--- src/rtl/perceptron_seq_pkg.sv ---
// Shared definitions for the perceptron sequencer: FSM encodings, default error
// byte, result-file address width and the checksum helper.
package perceptron_seq_pkg;

  localparam int         RESULT_AW        = 4;
  localparam logic [7:0] ERR_BYTE_DEFAULT = 8'hEE;

  typedef enum logic [2:0] {
    S_IDLE  = 3'd0,
    S_START = 3'd1,
    S_WAIT  = 3'd2,
    S_READ  = 3'd3,
    S_SEND  = 3'd4,
    S_TXW   = 3'd5,
    S_DONE  = 3'd6,
    S_CSUM  = 3'd7
  } state_e;

  // Which kind of byte is currently travelling through SEND/TXW.
  typedef enum logic [1:0] {
    SRC_RESULT = 2'd0,
    SRC_ERR    = 2'd1,
    SRC_CSUM   = 2'd2
  } src_e;

  function automatic logic [7:0] csum_step(input logic [7:0] acc, input logic [7:0] b);
    return acc ^ b;
  endfunction

endpackage

--- src/rtl/perceptron_seq_wdog.sv ---
// Watchdog for the core: counts cycles while enabled, saturates at TIMEOUT-1
// and reports expiry from that terminal count.
module perceptron_seq_wdog
  import perceptron_seq_pkg::*;
#(
  parameter int TIMEOUT = 4096
) (
  input  logic clk,
  input  logic rst,
  input  logic clr,
  input  logic en,
  output logic expired
);

  localparam int CW = (TIMEOUT > 1) ? $clog2(TIMEOUT) : 1;
  localparam logic [CW-1:0] LIMIT = CW'(TIMEOUT - 1);

  logic [CW-1:0] cnt_q;
  logic [CW-1:0] cnt_d;

  // Next count: clear wins, otherwise count up to the terminal value.
  always_comb begin
    cnt_d = cnt_q;
    if (clr) begin
      cnt_d = {CW{1'b0}};
    end else if (en && (cnt_q != LIMIT)) begin
      cnt_d = cnt_q + CW'(1);
    end else begin
      cnt_d = cnt_q;
    end
  end

  // Counter register.
  always_ff @(posedge clk or posedge rst) begin
    if (rst) begin
      cnt_q <= {CW{1'b0}};
    end else begin
      cnt_q <= cnt_d;
    end
  end

  assign expired = (cnt_q == LIMIT);

endmodule

--- src/rtl/perceptron_seq.sv ---
// Sequencer between UART byte interfaces and the perceptron core.
// Optional response checksum byte: define PERCEPTRON_SEQ_CSUM_EN.
module perceptron_seq
  import perceptron_seq_pkg::*;
#(
  parameter int         N_OUT    = 15,
  parameter int         TIMEOUT  = 4096,
  parameter logic [7:0] ERR_BYTE = ERR_BYTE_DEFAULT
) (
  input  logic                 clk,
  input  logic                 rst,
  input  logic                 rx_valid,
  input  logic [7:0]           rx_data,
  input  logic                 tx_busy,
  output logic                 tx_start,
  output logic [7:0]           tx_data,
  output logic                 core_start,
  output logic [7:0]           core_x,
  input  logic                 core_done,
  output logic [RESULT_AW-1:0] core_rd_addr,
  input  logic [7:0]           core_rd_data,
  output logic                 busy,
  output logic                 err,
  output logic [7:0]           drop_cnt
);

  localparam logic [RESULT_AW-1:0] LAST_IDX = RESULT_AW'(N_OUT - 1);

  state_e               state_q, state_d;
  src_e                 src_q, src_d;
  logic [RESULT_AW-1:0] idx_q, idx_d;
  logic [RESULT_AW-1:0] addr_q, addr_d;
  logic                 ph_q, ph_d;
  logic [7:0]           tx_data_q, tx_data_d;
  logic [7:0]           core_x_q, core_x_d;
  logic                 err_q, err_d;
  logic                 tx_start_q;
  logic                 core_start_q;
  logic                 busy_q;
  logic [7:0]           drop_cnt_q;
  logic                 tx_fire_s;
  logic                 wd_clr_s;
  logic                 wd_en_s;
  logic                 wd_expired_s;
`ifdef PERCEPTRON_SEQ_CSUM_EN
  logic [7:0]           csum_q;
`endif

  perceptron_seq_wdog #(
    .TIMEOUT (TIMEOUT)
  ) u_wdog (
    .clk     (clk),
    .rst     (rst),
    .clr     (wd_clr_s),
    .en      (wd_en_s),
    .expired (wd_expired_s)
  );

  // Next-state and datapath decode; ph_q sequences the two-cycle READ and TXW states.
  always_comb begin
    state_d   = state_q;
    src_d     = src_q;
    idx_d     = idx_q;
    addr_d    = addr_q;
    ph_d      = ph_q;
    tx_data_d = tx_data_q;
    core_x_d  = core_x_q;
    err_d     = err_q;
    tx_fire_s = 1'b0;
    wd_clr_s  = 1'b0;
    wd_en_s   = 1'b0;
    case (state_q)
      S_IDLE: begin
        if (rx_valid) begin
          core_x_d = rx_data;
          state_d  = S_START;
        end else begin
          state_d  = S_IDLE;
        end
      end
      S_START: begin
        wd_clr_s = 1'b1;
        state_d  = S_WAIT;
      end
      S_WAIT: begin
        wd_en_s = 1'b1;
        if (core_done) begin
          idx_d   = {RESULT_AW{1'b0}};
          addr_d  = {RESULT_AW{1'b0}};
          ph_d    = 1'b0;
          src_d   = SRC_RESULT;
          state_d = S_READ;
        end else if (wd_expired_s) begin
          err_d     = 1'b1;
          tx_data_d = ERR_BYTE;
          src_d     = SRC_ERR;
          state_d   = S_SEND;
        end else begin
          state_d = S_WAIT;
        end
      end
      S_READ: begin
        if (!ph_q) begin
          ph_d = 1'b1;
        end else begin
          ph_d      = 1'b0;
          tx_data_d = core_rd_data;
          state_d   = S_SEND;
        end
      end
      S_SEND: begin
        if (!tx_busy) begin
          tx_fire_s = 1'b1;
          ph_d      = 1'b0;
          state_d   = S_TXW;
        end else begin
          state_d   = S_SEND;
        end
      end
      S_TXW: begin
        // The first TXW cycle is skipped: tx_busy only rises the cycle after tx_start.
        if (!ph_q) begin
          ph_d = 1'b1;
        end else if (!tx_busy) begin
          ph_d = 1'b0;
          case (src_q)
            SRC_RESULT: begin
              if (idx_q < LAST_IDX) begin
                idx_d   = idx_q + 4'd1;
                addr_d  = idx_q + 4'd1;
                state_d = S_READ;
              end else begin
                state_d = S_DONE;
              end
            end
            SRC_ERR:  state_d = S_DONE;
            SRC_CSUM: state_d = S_IDLE;
            default:  state_d = S_IDLE;
          endcase
        end else begin
          state_d = S_TXW;
        end
      end
      S_DONE: begin
`ifdef PERCEPTRON_SEQ_CSUM_EN
        state_d = S_CSUM;
`else
        state_d = S_IDLE;
`endif
      end
      S_CSUM: begin
`ifdef PERCEPTRON_SEQ_CSUM_EN
        tx_data_d = csum_q;
        src_d     = SRC_CSUM;
        state_d   = S_SEND;
`else
        state_d   = S_IDLE;
`endif
      end
      default: begin
        state_d = S_IDLE;
      end
    endcase
  end

  // State, datapath and registered output pulses.
  always_ff @(posedge clk or posedge rst) begin
    if (rst) begin
      state_q      <= S_IDLE;
      src_q        <= SRC_RESULT;
      idx_q        <= {RESULT_AW{1'b0}};
      addr_q       <= {RESULT_AW{1'b0}};
      ph_q         <= 1'b0;
      tx_data_q    <= 8'h00;
      core_x_q     <= 8'h00;
      err_q        <= 1'b0;
      tx_start_q   <= 1'b0;
      core_start_q <= 1'b0;
      busy_q       <= 1'b0;
    end else begin
      state_q      <= state_d;
      src_q        <= src_d;
      idx_q        <= idx_d;
      addr_q       <= addr_d;
      ph_q         <= ph_d;
      tx_data_q    <= tx_data_d;
      core_x_q     <= core_x_d;
      err_q        <= err_d;
      tx_start_q   <= tx_fire_s;
      core_start_q <= (state_d == S_START);
      busy_q       <= (state_d != S_IDLE);
    end
  end

  // Saturating count of host bytes that arrive outside IDLE.
  always_ff @(posedge clk or posedge rst) begin
    if (rst) begin
      drop_cnt_q <= 8'h00;
    end else if (rx_valid && (state_q != S_IDLE) && (drop_cnt_q != 8'hFF)) begin
      drop_cnt_q <= drop_cnt_q + 8'd1;
    end else begin
      drop_cnt_q <= drop_cnt_q;
    end
  end

`ifdef PERCEPTRON_SEQ_CSUM_EN
  // Running XOR of every byte handed to the transmitter in this response.
  always_ff @(posedge clk or posedge rst) begin
    if (rst) begin
      csum_q <= 8'h00;
    end else if (state_q == S_START) begin
      csum_q <= 8'h00;
    end else if (tx_fire_s) begin
      csum_q <= csum_step(csum_q, tx_data_q);
    end else begin
      csum_q <= csum_q;
    end
  end
`endif

  assign tx_start     = tx_start_q;
  assign tx_data      = tx_data_q;
  assign core_start   = core_start_q;
  assign core_x       = core_x_q;
  assign core_rd_addr = addr_q;
  assign busy         = busy_q;
  assign err          = err_q;
  assign drop_cnt     = drop_cnt_q;

endmodule

--- config.mk ---
export PLATFORM = sky130hd
export DESIGN_NAME = perceptron_seq
export DESIGN_NICKNAME = d
export VERILOG_FILES = /design/src/rtl/perceptron_seq_pkg.sv /design/src/rtl/perceptron_seq_wdog.sv /design/src/rtl/perceptron_seq.sv
export SDC_FILE = /design/constraint.sdc
export NUM_CORES = 1
export LEC_CHECK = 0
export ABC_CLOCK_PERIOD_IN_PS = 2400
export CAP_MARGIN = 15
export CORE_MARGIN = 1.5
export CORE_UTILIZATION = 53
export CTS_CLUSTER_SIZE = 24
export DETAILED_ROUTE_END_ITERATION = 12
export PLACE_DENSITY_LB_ADDON = 0.2
export RECOVER_POWER = 50
export SETUP_SLACK_MARGIN = 0.02
export SLEW_MARGIN = 40
export SYNTH_ARGS = -nofsm -noshare
export SYNTH_HDL_FRONTEND = slang
export SYNTH_SLANG_ARGS = --single-unit
export TNS_END_PERCENT = 50
--- constraint.sdc ---
create_clock -name clk -period 2.4 [get_ports clk]
set_input_delay 0.24 -clock clk [delete_from_list [all_inputs] [get_ports clk]]
set_output_delay 0.24 -clock clk [all_outputs]
set_load 0.03 [all_outputs]
==> results.sh <==
export IMPL_hold_viol=0
export IMPL_synthArstFlopShare=1.00
export IMPL_vias=1945
export IMPL_die_y_um=70.1
export IMPL_p_per_area_nw_per_um2=1160
export IMPL_rows=24
export IMPL_cts_resized=0
export IMPL_yosys_warnings=0
export IMPL_cts_sinks=49
export IMPL_critPathMaxFanout=8
export IMPL_ys_seq_area_frac=0.513
export IMPL_final_max_slew_viol_count=0
export IMPL_grt_start_max_net_pins=32
export IMPL_drt_pass1_iterations=4
export IMPL_drc=0
export IMPL_cts_root_buffer="clkbuf_8"
export IMPL_clockBufferDepth=2
export IMPL_via_per_inst=5.81
export IMPL_grt_pass1_vias=1928
export IMPL_critical_path_class="reg2reg"
export IMPL_start_util=0.549
export IMPL_synth_seq_cells=49
export IMPL_clk_pin_slew_ps=90
export IMPL_grt_overflow_total=0
export IMPL_rsz0062_at_grt="false"
export IMPL_ys_types=49
export IMPL_status="finished clean"
export IMPL_max_cap_viol_count=0
export IMPL_period_needed_ps=2000
export IMPL_fp_dieW_um=70.1
export IMPL_timing_final_crit_share=0.833
export IMPL_grt_pass1_wl_um=9000
export IMPL_detail_route_antenna_nets=0
export IMPL_core_um2=4350
export IMPL_pre_cts_ws_ps=507
export IMPL_antenna_found_initial=0
export IMPL_drive_above_1_share=0.0954
export IMPL_synth_fp_nets=252
export IMPL_io_pins=53
export IMPL_holdBufCountCts=0
export IMPL_setup_ws_ps=401
export IMPL_setup_viol=0
export IMPL_fmax_mhz=500
export IMPL_post_dp_hpwl_um=3790
export IMPL_worstSkewPairLatency_ps=300
export IMPL_required_ps=2590
export IMPL_netlist_area_um2=2390
export IMPL_hold_path_class="reg2reg"
export IMPL_areaGrowthSynthToFinish_pct=27.5
export IMPL_cp_end_kind="flop"
export IMPL_crit_arrival_ps=2190
export IMPL_cts_tree="yes"
export IMPL_seqCellArea_um2=1230
export IMPL_die_area_um2=4920
export IMPL_fill_cells=335
export IMPL_fin_setup_tns_ps=0
export IMPL_synth_edf_count=0
export IMPL_postCtsSetupBuffers=0
export IMPL_power_leakage_nw=1.27
export IMPL_syn_inst=228
export IMPL_worst_slew_pin_slew_ps=1130
export IMPL_cts_made_buffers=5
export IMPL_totalWireLength_um=5200
export IMPL_syn_avg_cell_area_um2=10.5
export IMPL_multi_input_area_um2=1090
export IMPL_place_gp_congestion=0.888
export IMPL_track_usage=0.228
export IMPL_portBuffers=52
export IMPL_routedWlPerCell_um=15.5
export IMPL_fin_skew_ps=10.1
export IMPL_ir_worst_vdd_v=0.000870
export IMPL_drt_iter0_drc=89
export IMPL_cts_max_level=2
export IMPL_nets=306
export IMPL_synthFlopType="dfrtp_1"
export IMPL_relSlewSlack=0.244
export IMPL_diodes=0
export IMPL_start_kind="flop"
==> logic make-up (layout without fill, tap and decap cells) <==
logic type	count (synthesis)	in the layout	synth area share
AOI/OAI and AO/OA	53	53	0.149
buffers and inverters	15	70	0.0278
adders and majority gates	3	3	0.0157
muxes	12	12	0.0550
xor gates and xnor gates	8	8	0.0293
DFF	49	49	0.513
and+or+nand+nor	88	88	0.210
==> synth_stat cells, types with 2 or more instances <==
library cell | number | area share
a22o_1 | 2 | 0.0073
buf_2 | 2 | 0.0042
nand3_1 | 13 | 0.027
nor2_1 | 16 | 0.025
nor2b_1 | 8 | 0.021
mux2_2 | 9 | 0.042
mux2i_1 | 3 | 0.013
a21oi_1 | 12 | 0.025
clkbuf_1 | 6 | 0.0094
o311ai_0 | 3 | 0.011
nand2b_1 | 2 | 0.0052
o21ai_0 | 7 | 0.015
nand4_1 | 5 | 0.013
or4_1 | 3 | 0.0094
a31o_2 | 2 | 0.0073
o22ai_1 | 6 | 0.016
dfrtp_1 | 49 | 0.51
nand2_1 | 18 | 0.028
o211ai_1 | 4 | 0.013
ha_1 | 3 | 0.016
xor2_1 | 7 | 0.026
and2_1 | 4 | 0.010
o31ai_1 | 8 | 0.025
inv_1 | 6 | 0.0094
nor3_1 | 5 | 0.010
a211oi_1 | 2 | 0.0063
==> report_power, final <==
group | switching [mW] | internal, mW
sequential | 0.288 | 1.08
combinational | 0.926 | 0.741
clock | 0.276 | 0.234
total | 1.49 | 2.05
==> flip-flops by register name (all words and copies together) (netlist names), 3 cells and up <==
| name | cells |
|---|---|
| core_rd_addr | 4 |
| core_x | 8 |
| drop_cnt | 8 |
| state_q | 3 |
| tx_data | 8 |
| u_wdog.cnt_q | 12 |
==> layout make-up <==
| class | count | area share |
|---|---|---|
| clock buffer | 6 | 0.0271 |
| clock inverter | 2 | 0.00452 |
| inverter | 6 | 0.00740 |
| multi-input combinational | 164 | 0.359 |
| sequential | 49 | 0.403 |
| tap | 52 | 0.0214 |
| timing repair buffer | 56 | 0.178 |
==> metrics by stage <==
| stage | total power [mW] | instances | util | hold slack, ps | area, um^2 |
|---|---|---|---|---|---|
| after global routing | 3.75 | 335 | 0.699 | 516 | 3050 |
| after floorplan | 2.46 | 228 | - | 310 | 2390 |
| after global placement | 3.02 | 327 | 0.680 | 462 | 2960 |
| final | 3.54 | 335 | 0.699 | 476 | 3050 |
| after CTS | 3.59 | 335 | 0.702 | 343 | 3060 |
| after detailed placement | 3.06 | 327 | 0.680 | 461 | 2960 |
==> routing by layer <==
layer / vias up / track usage / share of wire
met5: - / 0 / 0
met4: 0 / 0.0620 / 0.0096
met3: 7 / 0.0519 / 0.040
met2: 34 / 0.395 / 0.52
met1: 955 / 0.287 / 0.43
li1: 949 / - / -
==> placed cells by master, fill, tap and decap left out, types with 9 or more instances in the layout <==
| master | instances |
|---|---|
| mux2_2 | 9 |
| nand3_1 | 13 |
| dlygate4sd3_1 | 11 |
| a21oi_1 | 12 |
| dfrtp_1 | 49 |
| nand2_1 | 18 |
| clkdlybuf4s50_1 | 41 |
| nor2_1 | 16 |
==> final timing paths <==
check,from,end,slack (ps),depth (start not counted)
setup / recovery,drop_cnt[0],drop_cnt[1],400,4
hold / removal,err,err,480,1
setup reg to reg,drop_cnt[0],drop_cnt[1],400,4
hold reg to reg,err,err,480,1
min in group asynchronous,rst,core_x[4],660,2
max in group asynchronous,rst,core_rd_addr[1],700,3
==> worst max-delay path, stage by stage, from the launching register on <==
cell and delay [ps]:
dfrtp_1 410, ha_1 240, nand3_1 90, o21ai_0 740, mux2_2 410
(Power assumes the default switching activity.)
